--- src/rtl/spi_register_responder_pkg.sv ---
// Shared types and sizing for the SPI register responder and its register bank.
package spi_register_responder_pkg;

    localparam int ADDR_W     = 6;
    localparam int DATA_W     = 8;
    localparam int FRAME_BITS = 16;
    localparam int NUM_REGS   = 1 << ADDR_W;
    localparam int BIT_CNT_W  = $clog2(FRAME_BITS);

    localparam logic [BIT_CNT_W-1:0] CNT_START    = BIT_CNT_W'(FRAME_BITS - 1);
    localparam logic [BIT_CNT_W-1:0] CNT_CMD_LAST = BIT_CNT_W'(FRAME_BITS - DATA_W);

    localparam logic [DATA_W-1:0] DEVID_DEFAULT = 8'hE5;

    typedef enum logic [2:0] {
        IDLE,
        CMD,
        WDATA,
        RDATA,
        HOLD
    } resp_state_t;

endpackage

--- src/rtl/spi_reg_bank.sv ---
// 64x8 register bank: one write port, two asynchronous read ports, address 0 reads DEVID.
module spi_reg_bank
    import spi_register_responder_pkg::*;
#(
    parameter logic [DATA_W-1:0] DEVID = DEVID_DEFAULT
) (
    input  logic              spi_clk,
    input  logic              reset,
    input  logic              we,
    input  logic [ADDR_W-1:0] waddr,
    input  logic [DATA_W-1:0] wdata,
    input  logic [ADDR_W-1:0] raddr_a,
    output logic [DATA_W-1:0] rdata_a,
    input  logic [ADDR_W-1:0] raddr_b,
    output logic [DATA_W-1:0] rdata_b
);

    logic [DATA_W-1:0] mem [0:NUM_REGS-1];

    // Entry 0 is never written; it is shadowed by DEVID on both read ports.
    always_ff @(posedge spi_clk or posedge reset) begin
        if (reset) begin
            for (int i = 0; i < NUM_REGS; i++) begin
                mem[i] <= '0;
            end
        end else if (we && (waddr != '0)) begin
            mem[waddr] <= wdata;
        end
    end

    assign rdata_a = (raddr_a == '0) ? DEVID : mem[raddr_a];
    assign rdata_b = (raddr_b == '0) ? DEVID : mem[raddr_b];

endmodule

--- src/rtl/spi_register_responder.sv ---
// SPI (mode 3) slave giving 16-bit framed read/write access to a 64x8 register bank,
// with a host-side port sharing the same bank.
//
// state | meaning
// IDLE  | waiting for a chip-select falling edge
// CMD   | shifting in R/nW, reserved bit and 6-bit address
// WDATA | shifting in 8 write-data bits, commit after the last one
// RDATA | shifting the latched register out on SPI_SDO
// HOLD  | frame complete, ignoring edges until chip select rises
module spi_register_responder
    import spi_register_responder_pkg::*;
#(
    parameter int                SYNC_STAGES = 2,
    parameter logic [DATA_W-1:0] DEVID       = DEVID_DEFAULT
) (
    input  logic              spi_clk,
    input  logic              reset,
    input  logic              SPI_CSN,
    input  logic              SPI_CLK,
    input  logic              SPI_SDI,
    output logic              SPI_SDO,
    input  logic [ADDR_W-1:0] reg_addr,
    input  logic              reg_wr_en,
    input  logic [DATA_W-1:0] reg_wr_data,
    output logic [DATA_W-1:0] reg_rd_data,
    output logic              wr_strobe,
    output logic [ADDR_W-1:0] wr_addr,
    output logic [DATA_W-1:0] wr_data
);

    localparam int                  SETTLE_W     = $clog2(SYNC_STAGES + 1);
    localparam logic [SETTLE_W-1:0] SETTLE_START = SETTLE_W'(SYNC_STAGES);

    logic [SYNC_STAGES-1:0] csn_sync, clk_sync, sdi_sync;
    logic                   csn_s, clk_s, sdi_s;
    logic                   csn_d, clk_d;
    logic [SETTLE_W-1:0]    settle_cnt;
    logic                   armed;
    logic                   csn_fall, csn_rise, clk_rise, clk_fall;

    resp_state_t            state, next_state;
    logic [BIT_CNT_W-1:0]   bit_cnt;
    logic [DATA_W-2:0]      cmd_sr;
    logic [DATA_W-2:0]      wdata_sr;
    logic [DATA_W-1:0]      tx_sr;
    logic                   sdo_r;

    logic                   cnt_load, cnt_dec;
    logic                   shift_cmd, shift_wdata, latch_tx, shift_tx, commit;
    logic                   rnw_next;
    logic [ADDR_W-1:0]      addr_next, cmd_addr;
    logic [DATA_W-1:0]      wdata_next;
    logic                   spi_we;
    logic                   bank_we;
    logic [ADDR_W-1:0]      bank_waddr;
    logic [DATA_W-1:0]      bank_wdata;
    logic [DATA_W-1:0]      host_rd, tx_load;

    always_ff @(posedge spi_clk or posedge reset) begin
        if (reset) begin
            csn_sync <= '1;
            clk_sync <= '1;
            sdi_sync <= '1;
        end else begin
            csn_sync[0] <= SPI_CSN;
            clk_sync[0] <= SPI_CLK;
            sdi_sync[0] <= SPI_SDI;
            for (int i = 1; i < SYNC_STAGES; i++) begin
                csn_sync[i] <= csn_sync[i-1];
                clk_sync[i] <= clk_sync[i-1];
                sdi_sync[i] <= sdi_sync[i-1];
            end
        end
    end

    assign csn_s = csn_sync[SYNC_STAGES-1];
    assign clk_s = clk_sync[SYNC_STAGES-1];
    assign sdi_s = sdi_sync[SYNC_STAGES-1];

    // The synchronizers reset to CSN=1, so a CSN held low across reset would look like
    // a fresh falling edge; frames are only accepted once CSN has been seen high after reset.
    always_ff @(posedge spi_clk or posedge reset) begin
        if (reset) begin
            csn_d      <= 1'b1;
            clk_d      <= 1'b1;
            settle_cnt <= SETTLE_START;
            armed      <= 1'b0;
        end else begin
            csn_d <= csn_s;
            clk_d <= clk_s;
            if (settle_cnt != '0) begin
                settle_cnt <= settle_cnt - 1'b1;
            end else if (csn_s) begin
                armed <= 1'b1;
            end
        end
    end

    assign csn_fall = armed & csn_d & ~csn_s;
    assign csn_rise = ~csn_d & csn_s;
    assign clk_rise = ~clk_d & clk_s;
    assign clk_fall = clk_d & ~clk_s;

    assign rnw_next   = cmd_sr[DATA_W-2];
    assign addr_next  = {cmd_sr[ADDR_W-2:0], sdi_s};
    assign cmd_addr   = cmd_sr[ADDR_W-1:0];
    assign wdata_next = {wdata_sr, sdi_s};

    always_ff @(posedge spi_clk or posedge reset) begin
        if (reset) begin
            state <= IDLE;
        end else begin
            state <= next_state;
        end
    end

    always_comb begin
        next_state  = state;
        cnt_load    = 1'b0;
        cnt_dec     = 1'b0;
        shift_cmd   = 1'b0;
        shift_wdata = 1'b0;
        latch_tx    = 1'b0;
        shift_tx    = 1'b0;
        commit      = 1'b0;
        if (csn_rise) begin
            next_state = IDLE;
        end else begin
            case (state)
                IDLE: begin
                    if (csn_fall) begin
                        next_state = CMD;
                        cnt_load   = 1'b1;
                    end
                end
                CMD: begin
                    if (clk_rise) begin
                        shift_cmd = 1'b1;
                        cnt_dec   = 1'b1;
                        if (bit_cnt == CNT_CMD_LAST) begin
                            if (rnw_next) begin
                                next_state = RDATA;
                                latch_tx   = 1'b1;
                            end else begin
                                next_state = WDATA;
                            end
                        end
                    end
                end
                WDATA: begin
                    if (clk_rise) begin
                        shift_wdata = 1'b1;
                        cnt_dec     = 1'b1;
                        if (bit_cnt == '0) begin
                            commit     = 1'b1;
                            next_state = HOLD;
                        end
                    end
                end
                RDATA: begin
                    shift_tx = clk_fall;
                    if (clk_rise) begin
                        cnt_dec = 1'b1;
                        if (bit_cnt == '0) begin
                            next_state = HOLD;
                        end
                    end
                end
                HOLD: begin
                    next_state = HOLD;
                end
                default: begin
                    next_state = IDLE;
                end
            endcase
        end
    end

    assign spi_we = commit & (cmd_addr != '0);

    always_ff @(posedge spi_clk or posedge reset) begin
        if (reset) begin
            bit_cnt     <= '0;
            cmd_sr      <= '0;
            wdata_sr    <= '0;
            tx_sr       <= '1;
            sdo_r       <= 1'b1;
            wr_strobe   <= 1'b0;
            wr_addr     <= '0;
            wr_data     <= '0;
            reg_rd_data <= '0;
        end else begin
            if (cnt_load) begin
                bit_cnt <= CNT_START;
            end else if (cnt_dec) begin
                bit_cnt <= bit_cnt - 1'b1;
            end
            if (shift_cmd) begin
                cmd_sr <= {cmd_sr[DATA_W-3:0], sdi_s};
            end
            if (shift_wdata) begin
                wdata_sr <= {wdata_sr[DATA_W-3:0], sdi_s};
            end
            // SDO holds high until the first falling edge in RDATA presents TX[7].
            if (latch_tx) begin
                tx_sr <= tx_load;
                sdo_r <= 1'b1;
            end else if (shift_tx) begin
                sdo_r <= tx_sr[DATA_W-1];
                tx_sr <= {tx_sr[DATA_W-2:0], 1'b1};
            end
            wr_strobe <= spi_we;
            if (spi_we) begin
                wr_addr <= cmd_addr;
                wr_data <= wdata_next;
            end
            reg_rd_data <= host_rd;
        end
    end

    assign SPI_SDO = (state == RDATA) ? sdo_r : 1'b1;

    // Single write port: an SPI commit takes it, a host write in the same cycle is dropped.
    assign bank_we    = spi_we | reg_wr_en;
    assign bank_waddr = spi_we ? cmd_addr   : reg_addr;
    assign bank_wdata = spi_we ? wdata_next : reg_wr_data;

    spi_reg_bank #(
        .DEVID (DEVID)
    ) u_reg_bank (
        .spi_clk (spi_clk),
        .reset   (reset),
        .we      (bank_we),
        .waddr   (bank_waddr),
        .wdata   (bank_wdata),
        .raddr_a (reg_addr),
        .rdata_a (host_rd),
        .raddr_b (addr_next),
        .rdata_b (tx_load)
    );

endmodule

--- config.mk ---
export PLATFORM = sky130hd
export DESIGN_NAME = spi_register_responder
export DESIGN_NICKNAME = d
export VERILOG_FILES = /design/src/rtl/spi_register_responder_pkg.sv /design/src/rtl/spi_reg_bank.sv /design/src/rtl/spi_register_responder.sv
export SDC_FILE = /design/constraint.sdc
export NUM_CORES = 1
export LEC_CHECK = 0
export BUFFER_PORTS_ARGS = -buffer_cell sky130_fd_sc_hd__buf_2
export CAP_MARGIN = 20
export CORE_ASPECT_RATIO = 0.75
export CORE_MARGIN = 10
export CORE_UTILIZATION = 44
export DETAILED_ROUTE_END_ITERATION = 10
export PLACE_DENSITY = 0.63
export SLEW_MARGIN = 5
export SYNTH_ARGS = -nofsm -noshare
export SYNTH_HDL_FRONTEND = slang
export SYNTH_SLANG_ARGS = --single-unit
--- constraint.sdc ---
create_clock -name spi_clk -period 27.2 [get_ports spi_clk]
set_clock_uncertainty 0.1 [all_clocks]
set_input_delay 4.08 -clock spi_clk [delete_from_list [all_inputs] [get_ports spi_clk]]
set_output_delay 4.08 -clock spi_clk [all_outputs]
set_load 0.005 [all_outputs]
==> out/results.txt <==
First-pass GRT wire length: 134000 um
Crit Path Max Fanout: 31
Power Density: 77.28 nW/um^2
Commonest cells post-synth: 558 x dfrtp_1, 502 x mux2_2, 244 x mux4_2
Drt first-iter violations: 1941
Ys async rst share: 1.000
Starting density of the core: 0.4453
Actual slew at the worst max-slew pin: 1.196 ns
CTS tree: done
Htree depth: 2
Post-synth top flop: dfrtp_1
Slowest stage delay, CP: 1.03 ns
Global route overflow: 0
Yosys top cell by area: dfrtp_1
Peak supply drop: 50.61 uV
Reg2Reg Depth: 9
Max Cap Viol: 0
Hold depth: 0
Clk buf depth: 3
Die Wd: 324.1 um
# IOs: 44
Power share of the combinational group: 0.258
DRT Pass-1 Iters: 7
Post-Syn Instances: 2113
Post-synth EDFFs: 0
Top cell type's share of synthesized area: 0.4575
Reg2Reg Capture Point: u_reg_bank.mem[418]
NetSw: 0.8119 mW
Row count: 83
# fillers: 5860
Post-CTS Hold Buffers: 0
Leak pwr: 13.42 nW
Post-Syn Area: 30520 um^2
Num CTS Buffers: 57
Top cells by area, synth: dfrtp_1 46%, mux2_2 19%, mux4_2 18%, mux2i_1 2.8%, dfstp_2 1.5%
RSZ-0062 raised after global routing: false
CP max-delay cell: o41ai_4
Crit Reg-Reg Startpoint: cmd_sr[0]
Sequential power share: 0.428
Vias per cell: 6.533
Crit-path most repeated cell: buf_4
Worst-path cell chain: buf_2, buf_4, buf_4, inv_1, o41ai_4, nor2b_1, mux2_2
Worst-path clk slew: 0.06 ns
Core box area: 68540 um^2
Syn_area_per_cell: 14.45 um^2
Clock share of power: 0.315
Sw Ratio: 0.3151
Outcome: completed
Relative max-transition margin: 0.1980
Worst Hold Endpoint: clk_sync[1]
Vias in the first global route: 19940
Netlist cell types: 74
Syn Nets: 2136
IO buf count: 43
Setup TNS: 0 ns
Final hold vios: 0
Drc violations: 0
DP Wirelength: 55490 um
Clk sink count: 576
Fin. max-slew vios: 0
Register-to-register setup slack: 22.37 ns
Yosys reg bits: 576
Final worst-path cycle share: 0.2743
Critical path arrival: 7.88 ns
Die height: 248.1 um
Yosys warnings: 0
Setup Viol. Count Final: 0
Sequential share of the synthesized area: 0.4730
Drt wl/cell: 29.28 um
Largest net degree at the start of global routing: 159
P_int: 1.765 mW
Initial antenna violation count: 2
Most common cell in the netlist: dfrtp_1
Crit. End Element: flip-flop
Pre-CTS setup slack: 19.09 ns
Fin util: 0.4865
Setup bufs post-CTS: 0
Worst hold path class: flip-flop to flip-flop
Total number of vias: 19590
Worst setup margin: 19.74 ns
Fmax: 134.1 MHz
Post-Route WL: 87820 um
Fin nets: 2083
Die ar.: 80420 um^2
Post-route antenna net violation count: 0
Setup crit start kind: input port
Power after layout: 2.577 mW
Worst Path Class, Setup: input port to flip-flop
Worst hold start: clk_sync[0]
Post-layout min period: 7.460 ns
Clk_lat worst skew: 0.64 ns
Cts repair resizes: 0
RD Place Congestion: 0.8876
Layout cells sized above 1: 0.4675
Worst EP required: 27.62 ns
Hold_ws: 0.2577 ns
Total track usage: 0.2207
CTS root buffer: clkbuf_16
Area Growth Syn to Fin: 9.236%
-- registers in the layout, indices dropped and copies added, names as in the netlist, 2 cells and up --
signal / count
tx_sr: 8
reg_rd_data: 8
u_reg_bank.mem: 512
csn_sync: 2
sdi_sync: 2
settle_cnt: 2
cmd_sr: 7
wr_addr: 6
state: 3
wr_data: 8
wdata_sr: 7
bit_cnt: 4
clk_sync: 2
-- metrics by stage --
stage / instances / instance area [um^2]
final: 2999 / 33340
after global routing: 2998 / 33340
after CTS: 2995 / 33300
after detailed placement: 2891 / 31400
after global placement: 2891 / 31400
after floorplan: 2113 / 30520
-- logic make-up after synthesis --
kind of cell,Yosys count,synth area share
AOI/OAI and AO/OA,192,0.04538
xor gates and xnor gates,4,0.001148
adders and majority gates,3,0.001230
buffers and inverters,208,0.02845
DFF,576,0.4730
muxes,862,0.4055
and+or+nand+nor,268,0.04534
-- power by group through the flow --
stage / combinational (mW) / clock, mW / sequential (mW)
2_1_floorplan: 0.484 / 0 / 1.05
3_5_place_dp: 0.655 / 0 / 1.11
4_1_cts: 0.658 / 0.828 / 1.10
5_1_grt: 0.701 / 0.861 / 1.12
3_3_place_gp: 0.646 / 0 / 1.10
6_report: 0.664 / 0.811 / 1.10
-- cells in the final DEF (no fill, tap or decap), types with 19 or more instances in the layout --
cell type	instances
a211oi_1	20
a21oi_1	32
a221oi_1	19
buf_2	42
buf_4	34
clkbuf_16	59
dfrtp_1	555
mux2_1	22
mux2_2	502
mux2i_1	86
mux4_2	244
nand2_1	115
nor2_1	20
nor2b_1	32
o21ai_0	20
-- critical path, delay by kind of cell --
family                 cells  cell delay, ns
buffers and inverters      4            1.63
AND/OR/NAND/NOR            1            0.69
AO/OA/AOI/OAI              1            1.03
multiplexers               1            0.41
-- layout make-up --
| class | instances | area (um^2) | share of cell area |
|---|---|---|---|
| multi-input combinational | 1329 | 15250 | 0.4574 |
| sequential | 576 | 14450 | 0.4334 |
| clock buffer | 87 | 1762 | 0.05284 |
| tap | 892 | 1116 | 0.03347 |
| timing repair buffer | 80 | 548.0 | 0.01644 |
| clock inverter | 17 | 145.1 | 0.004353 |
| inverter | 16 | 67.56 | 0.002026 |
| antenna | 2 | 5.005 | 0.0001501 |
-- per-layer routing --
metal	vias up	global-route usage	routed length (um)
li1	8010	-	-
met1	10670	0.3257	39810
met2	767	0.3265	39150
met3	144	0.04946	6833
met4	2	0.05660	2020
met5	-	0	9
-- worst max path at each step --
stage / from / to / depth (start not counted)
5_1_grt: reg_addr[0] / u_reg_bank.mem[416] / 6
3_3_place_gp: reg_addr[1] / u_reg_bank.mem[141] / 6
2_1_floorplan: reset / armed / 1
4_1_cts: reg_addr[1] / u_reg_bank.mem[139] / 6
6_report: reg_addr[2] / u_reg_bank.mem[478] / 7
3_5_place_dp: reg_addr[1] / u_reg_bank.mem[139] / 6
No activity file was read; power rests on OpenSTA's default activity.
